$ cat src/rtl/melody_pkg.sv
// Shared constants, state encoding and ROM word layout for the melody sequencer.
package melody_pkg;

  localparam logic [5:0] NOTE_REST = 6'd0;
  localparam logic [5:0] NOTE_END  = 6'd63;
  localparam logic [5:0] NOTE_A4   = 6'd22;
  localparam logic [5:0] NOTE_TOP  = 6'd36;

  localparam int CODE_MSB  = 11;
  localparam int CODE_LSB  = 6;
  localparam int BEATS_MSB = 5;
  localparam int BEATS_LSB = 0;

  typedef enum logic [2:0] {IDLE, FETCH, LOAD, PLAY, GAP, DONE} state_t;

  // Codes 1..36 are pitched; everything else except the end marker is a rest.
  function automatic logic is_tone(input logic [5:0] code);
    return (code > NOTE_REST) && (code <= NOTE_TOP);
  endfunction

endpackage

$ cat src/rtl/note_div_lut.sv
// Note code to tone-generator half-period divisor, computed at elaboration for CLK_HZ.
module note_div_lut
  import melody_pkg::*;
#(
  parameter int CLK_HZ = 100_000_000
) (
  input  logic [5:0]  code,
  output logic [19:0] div
);

  localparam real SEMITONE = 1.0594630943592953;

  function automatic logic [19:0] calc_div(input int c);
    real f;
    f = 440.0;
    for (int i = c; i < int'(NOTE_A4); i++) f = f / SEMITONE;
    for (int i = int'(NOTE_A4); i < c; i++) f = f * SEMITONE;
    return 20'($rtoi(real'(CLK_HZ) / (2.0 * f) + 0.5) - 1);
  endfunction

  logic [19:0] table_div [64];

  for (genvar g = 0; g < 64; g++) begin : g_entry
    localparam logic [19:0] DIV = is_tone(6'(g)) ? calc_div(g) : 20'd0;
    assign table_div[g] = DIV;
  end

  assign div = table_div[code];

endmodule

$ cat src/rtl/melody_sequencer.sv
// Walks the note ROM, holding each note's divisor for its beat count with a muted tail gap.
module melody_sequencer
  import melody_pkg::*;
#(
  parameter int CLK_HZ      = 100_000_000,
  parameter int ADDR_W      = 6,
  parameter int BEAT_CYCLES = 25_000_000,
  parameter int GAP_CYCLES  = 1_000_000
) (
  input  logic              clk,
  input  logic              rst_n,
  input  logic              start,
  input  logic              stop,
  input  logic              pause,
  input  logic              loop_en,
  output logic [ADDR_W-1:0] rom_addr,
  input  logic [11:0]       rom_data,
  output logic [19:0]       note_div,
  output logic              mute,
  output logic              playing,
  output logic              done
);

  localparam int PLAY_W = $clog2(63 * BEAT_CYCLES + 1);
  localparam int GAP_W  = $clog2(GAP_CYCLES + 1);

  state_t              state_q, state_n;
  logic [ADDR_W-1:0]   addr_n;
  logic [19:0]         div_n;
  logic                mute_n;
  logic                rest_q, rest_n;
  logic [PLAY_W-1:0]   play_cnt_q, play_cnt_n;
  logic [GAP_W-1:0]    gap_cnt_q, gap_cnt_n;

  logic [5:0]          code;
  logic [5:0]          beats;
  logic [5:0]          beats_eff;
  logic [19:0]         lut_div;
  logic [PLAY_W-1:0]   play_len;
  logic [PLAY_W-1:0]   play_load;

  assign code      = rom_data[CODE_MSB:CODE_LSB];
  assign beats     = rom_data[BEATS_MSB:BEATS_LSB];
  assign beats_eff = (beats == 6'd0) ? 6'd1 : beats;
  // PLAY_W is sized for 63 beats, so the product never truncates.
  assign play_len  = PLAY_W'(beats_eff) * PLAY_W'(BEAT_CYCLES);
  assign play_load = play_len - PLAY_W'(GAP_CYCLES + 1);

  note_div_lut #(.CLK_HZ(CLK_HZ)) u_lut (
    .code (code),
    .div  (lut_div)
  );

  assign playing = (state_q == FETCH) || (state_q == LOAD) ||
                   (state_q == PLAY)  || (state_q == GAP);
  assign done    = (state_q == DONE);

  always_ff @(posedge clk or negedge rst_n) begin
    if (!rst_n) begin
      state_q    <= IDLE;
      rom_addr   <= '0;
      note_div   <= '0;
      mute       <= 1'b1;
      rest_q     <= 1'b1;
      play_cnt_q <= '0;
      gap_cnt_q  <= '0;
    end else begin
      state_q    <= state_n;
      rom_addr   <= addr_n;
      note_div   <= div_n;
      mute       <= mute_n;
      rest_q     <= rest_n;
      play_cnt_q <= play_cnt_n;
      gap_cnt_q  <= gap_cnt_n;
    end
  end

  always_comb begin
    state_n    = state_q;
    addr_n     = rom_addr;
    div_n      = note_div;
    mute_n     = mute;
    rest_n     = rest_q;
    play_cnt_n = play_cnt_q;
    gap_cnt_n  = gap_cnt_q;

    if (stop) begin
      state_n = IDLE;
      addr_n  = '0;
      div_n   = '0;
      mute_n  = 1'b1;
    end else begin
      case (state_q)
        IDLE: begin
          mute_n = 1'b1;
          if (start) begin
            state_n = FETCH;
            addr_n  = '0;
          end
        end
        FETCH: state_n = LOAD;
        LOAD: begin
          if (code == NOTE_END) begin
            if (loop_en) begin
              addr_n  = '0;
              state_n = FETCH;
            end else begin
              div_n   = '0;
              mute_n  = 1'b1;
              state_n = DONE;
            end
          end else begin
            div_n      = lut_div;
            rest_n     = !is_tone(code);
            mute_n     = !is_tone(code);
            play_cnt_n = play_load;
            state_n    = PLAY;
          end
        end
        PLAY: begin
          if (pause) begin
            mute_n = 1'b1;
          end else if (play_cnt_q == '0) begin
            mute_n    = 1'b1;
            gap_cnt_n = GAP_W'(GAP_CYCLES - 1);
            state_n   = GAP;
          end else begin
            mute_n     = rest_q;
            play_cnt_n = play_cnt_q - 1'b1;
          end
        end
        GAP: begin
          mute_n = 1'b1;
          if (!pause) begin
            if (gap_cnt_q == '0) begin
              addr_n  = rom_addr + ADDR_W'(1);
              state_n = FETCH;
            end else begin
              gap_cnt_n = gap_cnt_q - 1'b1;
            end
          end
        end
        DONE: begin
          mute_n  = 1'b1;
          div_n   = '0;
          state_n = IDLE;
        end
        default: state_n = IDLE;
      endcase
    end
  end

endmodule

$ cat config.mk
export PLATFORM = sky130hd
export DESIGN_NAME = melody_sequencer
export DESIGN_NICKNAME = d
export VERILOG_FILES = /design/src/rtl/melody_pkg.sv /design/src/rtl/note_div_lut.sv /design/src/rtl/melody_sequencer.sv
export SDC_FILE = /design/constraint.sdc
export NUM_CORES = 1
export LEC_CHECK = 0
export BUFFER_PORTS_ARGS = -buffer_cell sky130_fd_sc_hd__buf_2
export CAP_MARGIN = 25
export CORE_ASPECT_RATIO = 0.6
export CORE_MARGIN = 5
export CORE_UTILIZATION = 58
export CTS_BUF_LIST = sky130_fd_sc_hd__clkbuf_16
export CTS_CLUSTER_DIAMETER = 80
export DETAILED_ROUTE_END_ITERATION = 8
export GPL_ROUTABILITY_DRIVEN = 0
export PLACE_DENSITY = 0.87
export REMOVE_ABC_BUFFERS = 1
export SLEW_MARGIN = 30
export SYNTH_ARGS = -nofsm -noshare
export SYNTH_HDL_FRONTEND = slang
export SYNTH_SLANG_ARGS = --single-unit
$ cat constraint.sdc
create_clock -name clk -period 6.7 [get_ports clk]
set_input_delay 1.34 -clock clk [delete_from_list [all_inputs] [get_ports clk]]
set_output_delay 1.34 -clock clk [all_outputs]
set_load 0.01 [all_outputs]
==> Implementation_results.wiki <==
{| class="wikitable"
! Metric !! Value
|-
| Antenna violations before repair || 0
|-
| Dominant delay contributor by cell family on the critical path || simple AND/OR/NAND/NOR gates
|-
| Total Routing Usage GR || about 28%
|-
| Delay contributed by the slowest stage of the critical path || approximately 0.66 ns
|-
| Total placed instance area || 8010 um2
|-
| Sequential cell fraction of total power || a little over a quarter
|-
| Number of clock sinks || about 80
|-
| Total standard cell area after synthesis || 7610 um2
|-
| Router iterations before antenna repair || 7
|-
| Instance count of the mapped netlist || between 900 and 1000
|-
| WL per Instance || 18.1 um
|-
| Max-cap check violation count || 0
|-
| Setup tns final || 0 ns
|-
| Die boundary height || 98.7 um
|-
| Net switching fraction of the power || 42.9%
|-
| P_leak || 3.85 nW
|-
| Number of setup violations in the final report || 0
|-
| H-tree lvl count || 3
|-
| Status || completed
|-
| Instance count after placement with tap cells included || 1168
|-
| Skew-Pair Late Insertion Delay || 0.34 ns
|-
| Data arrival, critical path || 6.69 ns
|-
| Buffers from clock root to sink, at most || 2
|-
| Hold violation total from the final report || 0
|-
| Clock-pin transition on the worst setup and hold timing paths || 0.06 ns
|-
| Multiplexer fraction of the synthesized cell area || 1.51%
|-
| Cells traversed along the worst timing path || buf_2 -> inv_1 -> ha_1 -> or4b_2 -> nand2b_4 -> ha_1 -> fa_1 -> inv_1 -> fa_1 -> inv_1 -> ha_1 -> o21a_1 -> o31a_1 -> and4_1 -> o41a_1 -> or3_4 -> or3_4 -> nor4b_4 -> a311o_1 -> nand3_1
|-
| Number of diodes || 0
|-
| Half-perimeter wire length after placement || approximately 16000 um
|-
| Number of CTS-inserted buffers || 9
|-
| Count of pins on the block boundary || 47
|-
| DRC viols || 0
|-
| Vias in the first global route || 7003
|-
| Register area share after synthesis || 26.7%
|-
| Leading area contributor after synthesis || sky130_fd_sc_hd__dfrtp_1
|-
| Share of cells above drive strength 1 || 10.5%
|-
| Pwr dens || 322 nW/um2
|-
| Core outline area || 12900 um2
|-
| Count of buffers from port buffering || 45
|-
| Mean instance size in the synthesized netlist || 7.75 um2
|-
| Top routing layer in use || met4
|-
| TritonCTS clock tree || yes
|-
| Portion of total power attributed to the clock network || 20.4%
|-
| Final Skew || 0.00698 ns
|-
| Achievable Freq || 0.154 GHz
|-
| Synth Area in Simple Gates || about a quarter
|-
| Reg2reg path depth || 9
|-
| Final Slew Violations || 0
|-
| Most common cell in the synthesized netlist || sky130_fd_sc_hd__nor2_1
|-
| Pin count of the biggest net entering global routing || 67
|-
| Antenna-violating nets left || 0
|-
| Startpoint kind of the worst setup timing path || input port
|-
| Synth Area in Adders || 13.5%
|-
| Register bit count reported by yosys || 81
|-
| Via density per instance || 6.48
|-
| Floorplan die width || 158 um
|-
| RSZ-0062 raised after global routing || no
|-
| Grt total ovfl || 0
|-
| Largest voltage drop on the vdd net || roughly 0.00019 V
|-
| Part of the cycle the worst path needs || 96.7%
|-
| Category of the most critical setup path || in2reg
|-
| Combinational share of power || 53.4%
|-
| Final Critical Period || about 6.5 ns
|-
| Async set or reset register ratio after synthesis || 100%
|-
| Initial DRC Count || 1234
|-
| Top cells by instance count after synthesis || sky130_fd_sc_hd__nor2_1, sky130_fd_sc_hd__nand2_1, sky130_fd_sc_hd__a21oi_1, sky130_fd_sc_hd__o21ai_0, sky130_fd_sc_hd__dfrtp_1
|-
| Number of hold buffers added after cts || 0
|-
| Largest cells by area after synthesis || sky130_fd_sc_hd__dfrtp_1, sky130_fd_sc_hd__ha_1, sky130_fd_sc_hd__a21oi_1
|-
| Routed vias || 7678
|-
| Global-route wire length before repair || 35200 um
|-
| Detailed route wirelength on metal3 || 2540 um
|-
| Critical path data required time || 6.91 ns
|-
| Number of nets in the layout || 1099
|-
| Post-Synth XOR/XNOR Area || 5.87%
|-
| Switching pwr || 0.00115 W
|-
| Worst-margin pin slew || 0.843 ns
|-
| Worst-case headroom to the max-slew limit || 43.8%
|-
| Dominant combinational cell family by area after synthesis || simple AND/OR/NAND/NOR gates
|-
| Final Instance Area || 8360 um2
|-
| Signed area change from the synthesized netlist to the final layout || 9.79%
|-
| Count of flip-flops with a built-in enable after synthesis || 0
|-
| Area fraction of the dominant cell type after synthesis || 26.0%
|-
| Instance count on the critical path || 20
|-
| Die area || 15600 um2
|-
| Ys Warns || 0
|-
| Cell depth of the worst hold path || 1
|-
| Kind of path behind the tightest hold check || reg2reg
|-
| Effective utilization at floorplan || around three fifths
|-
| Synth cell types || a little over 70
|-
| Buffer and inverter count on the worst path || 4
|-
| Internal power of the cells || 0.00154 W
|-
| Sort of element at the end of the critical path || flip-flop
|-
| Post-route insts no fill || about 1200
|-
| Ys flop type || sky130_fd_sc_hd__dfrtp_1
|-
| Largest fanout on the critical path || 5
|-
| Slowest stage cell on the critical path || sky130_fd_sc_hd__or4b_2
|-
| Area fraction in compound gates after synthesis || between 20% and 30%
|-
| Routed length on met1 || 9810 um
|-
| Total power of the final layout || 0.00269 W
|-
| Number of core rows || 32
|-
| Final wirelength || between 20000 and 25000 um
|-
| Clock root buffer || sky130_fd_sc_hd__clkbuf_16
|-
| Amount of wire on met2 after detailed routing || 8660 um
|}
flip-flops by register name, indices dropped and copies added (netlist names):
| register | flops |
|---|---|
| note_div | 19 |
| gap_cnt_q | 20 |
| rom_addr | 6 |
| play_cnt_q | 31 |
| mute | 1 |
| state_q | 3 |
| rest_q | 1 |
layout make-up:
cell class | instances | area [um2]
well taps | 170 | 213
inverters | 62 | 233
repair buffers | 66 | 389
multi-input cells | 790 | 5170
clock inverters | 7 | 101
fillers | 1045 | 4490
clock buffers | 9 | 225
flip-flops and latches | 81 | 2030
timing repair:
item,4_1_cts,5_1_grt
endpoints found under the hold margin,0,0
setup endpoints to repair,0,4
setup buffers,0,0
gates resized for setup,0,3
cells by family after synthesis:
| family | Yosys count |
|---|---|
| AOI/OAI and AO/OA | 282 |
| xor gates and xnor gates | 51 |
| adders and majority gates | 71 |
| buffers and inverters | 112 |
| DFF | 81 |
| muxes | 10 |
| other | 1 |
| and+or+nand+nor | 375 |
power by group through the flow:
stage          logic (W)  clock network, W  registers [W]
2_1_floorplan    0.00102                 0       0.000682
3_3_place_gp     0.00135                 0       0.000699
3_5_place_dp     0.00139                 0       0.000703
4_1_cts          0.00141          0.000549       0.000698
5_1_grt          0.00158          0.000579       0.000719
6_report         0.00144          0.000549       0.000705
worst paths after layout:
path                                                 start                          to  slack [ns]
worst max-delay path                           rom_data[5]  play_cnt_q[30]$_DFFE_PN0P_        0.22
worst min-delay path              note_div[15]$_DFFE_PN0P_    note_div[15]$_DFFE_PN0P_        0.48
worst max register to register  play_cnt_q[13]$_DFFE_PN0P_   play_cnt_q[5]$_DFFE_PN0P_        2.67
worst min register to register    note_div[15]$_DFFE_PN0P_    note_div[15]$_DFFE_PN0P_        0.48
max in group asynchronous                            rst_n    gap_cnt_q[0]$_DFFE_PN0P_        4.78
min in group asynchronous                            rst_n    note_div[15]$_DFFE_PN0P_        0.95
placed cells by master (no fill, tap or decap), types with 8 or more instances in the layout:
cell / netlist / routed
sky130_fd_sc_hd__nor2_1: 109 / 109
sky130_fd_sc_hd__nand2_1: 101 / 101
sky130_fd_sc_hd__a21oi_1: 90 / 89
sky130_fd_sc_hd__o21ai_0: 87 / 85
sky130_fd_sc_hd__dfrtp_1: 79 / 79
sky130_fd_sc_hd__inv_1: 61 / 61
sky130_fd_sc_hd__ha_1: 52 / 52
sky130_fd_sc_hd__buf_2: 2 / 44
sky130_fd_sc_hd__nor3_1: 42 / 42
sky130_fd_sc_hd__xnor2_1: 31 / 31
sky130_fd_sc_hd__nand3_1: 26 / 26
sky130_fd_sc_hd__buf_4: 1 / 21
sky130_fd_sc_hd__xor2_1: 20 / 20
sky130_fd_sc_hd__fa_1: 19 / 19
sky130_fd_sc_hd__nor2b_1: 13 / 13
sky130_fd_sc_hd__nand2b_1: 12 / 11
sky130_fd_sc_hd__and3_1: 11 / 11
sky130_fd_sc_hd__a21o_1: 10 / 10
sky130_fd_sc_hd__a31oi_1: 10 / 10
sky130_fd_sc_hd__a211oi_1: 10 / 10
sky130_fd_sc_hd__o31ai_1: 10 / 10
sky130_fd_sc_hd__or3_1: 9 / 9
sky130_fd_sc_hd__nand4_1: 9 / 9
sky130_fd_sc_hd__clkbuf_16: 0 / 9
sky130_fd_sc_hd__nor4_1: 8 / 8
per-layer routing:
metal	vias to the layer above	global-route usage, %
met2	463	37.2
met4	0	5.68
met5	-	0
met3	62	9.39
met1	3586	42.8
li1	3567	-
through the flow:
stage / setup slack (ns) / hold slack (ns) / utilization [%]
final: 0.224 / 0.478 / 65.0
after floorplan: 0.281 / 0.470 / -
after global placement: 0.0536 / 0.452 / 62.4
after detailed placement: -0.133 / 0.460 / 62.4
after global routing: 0.0213 / 0.498 / 65.0
after CTS: 0.227 / 0.477 / 64.9
No activity file was read; power rests on OpenSTA's default activity.
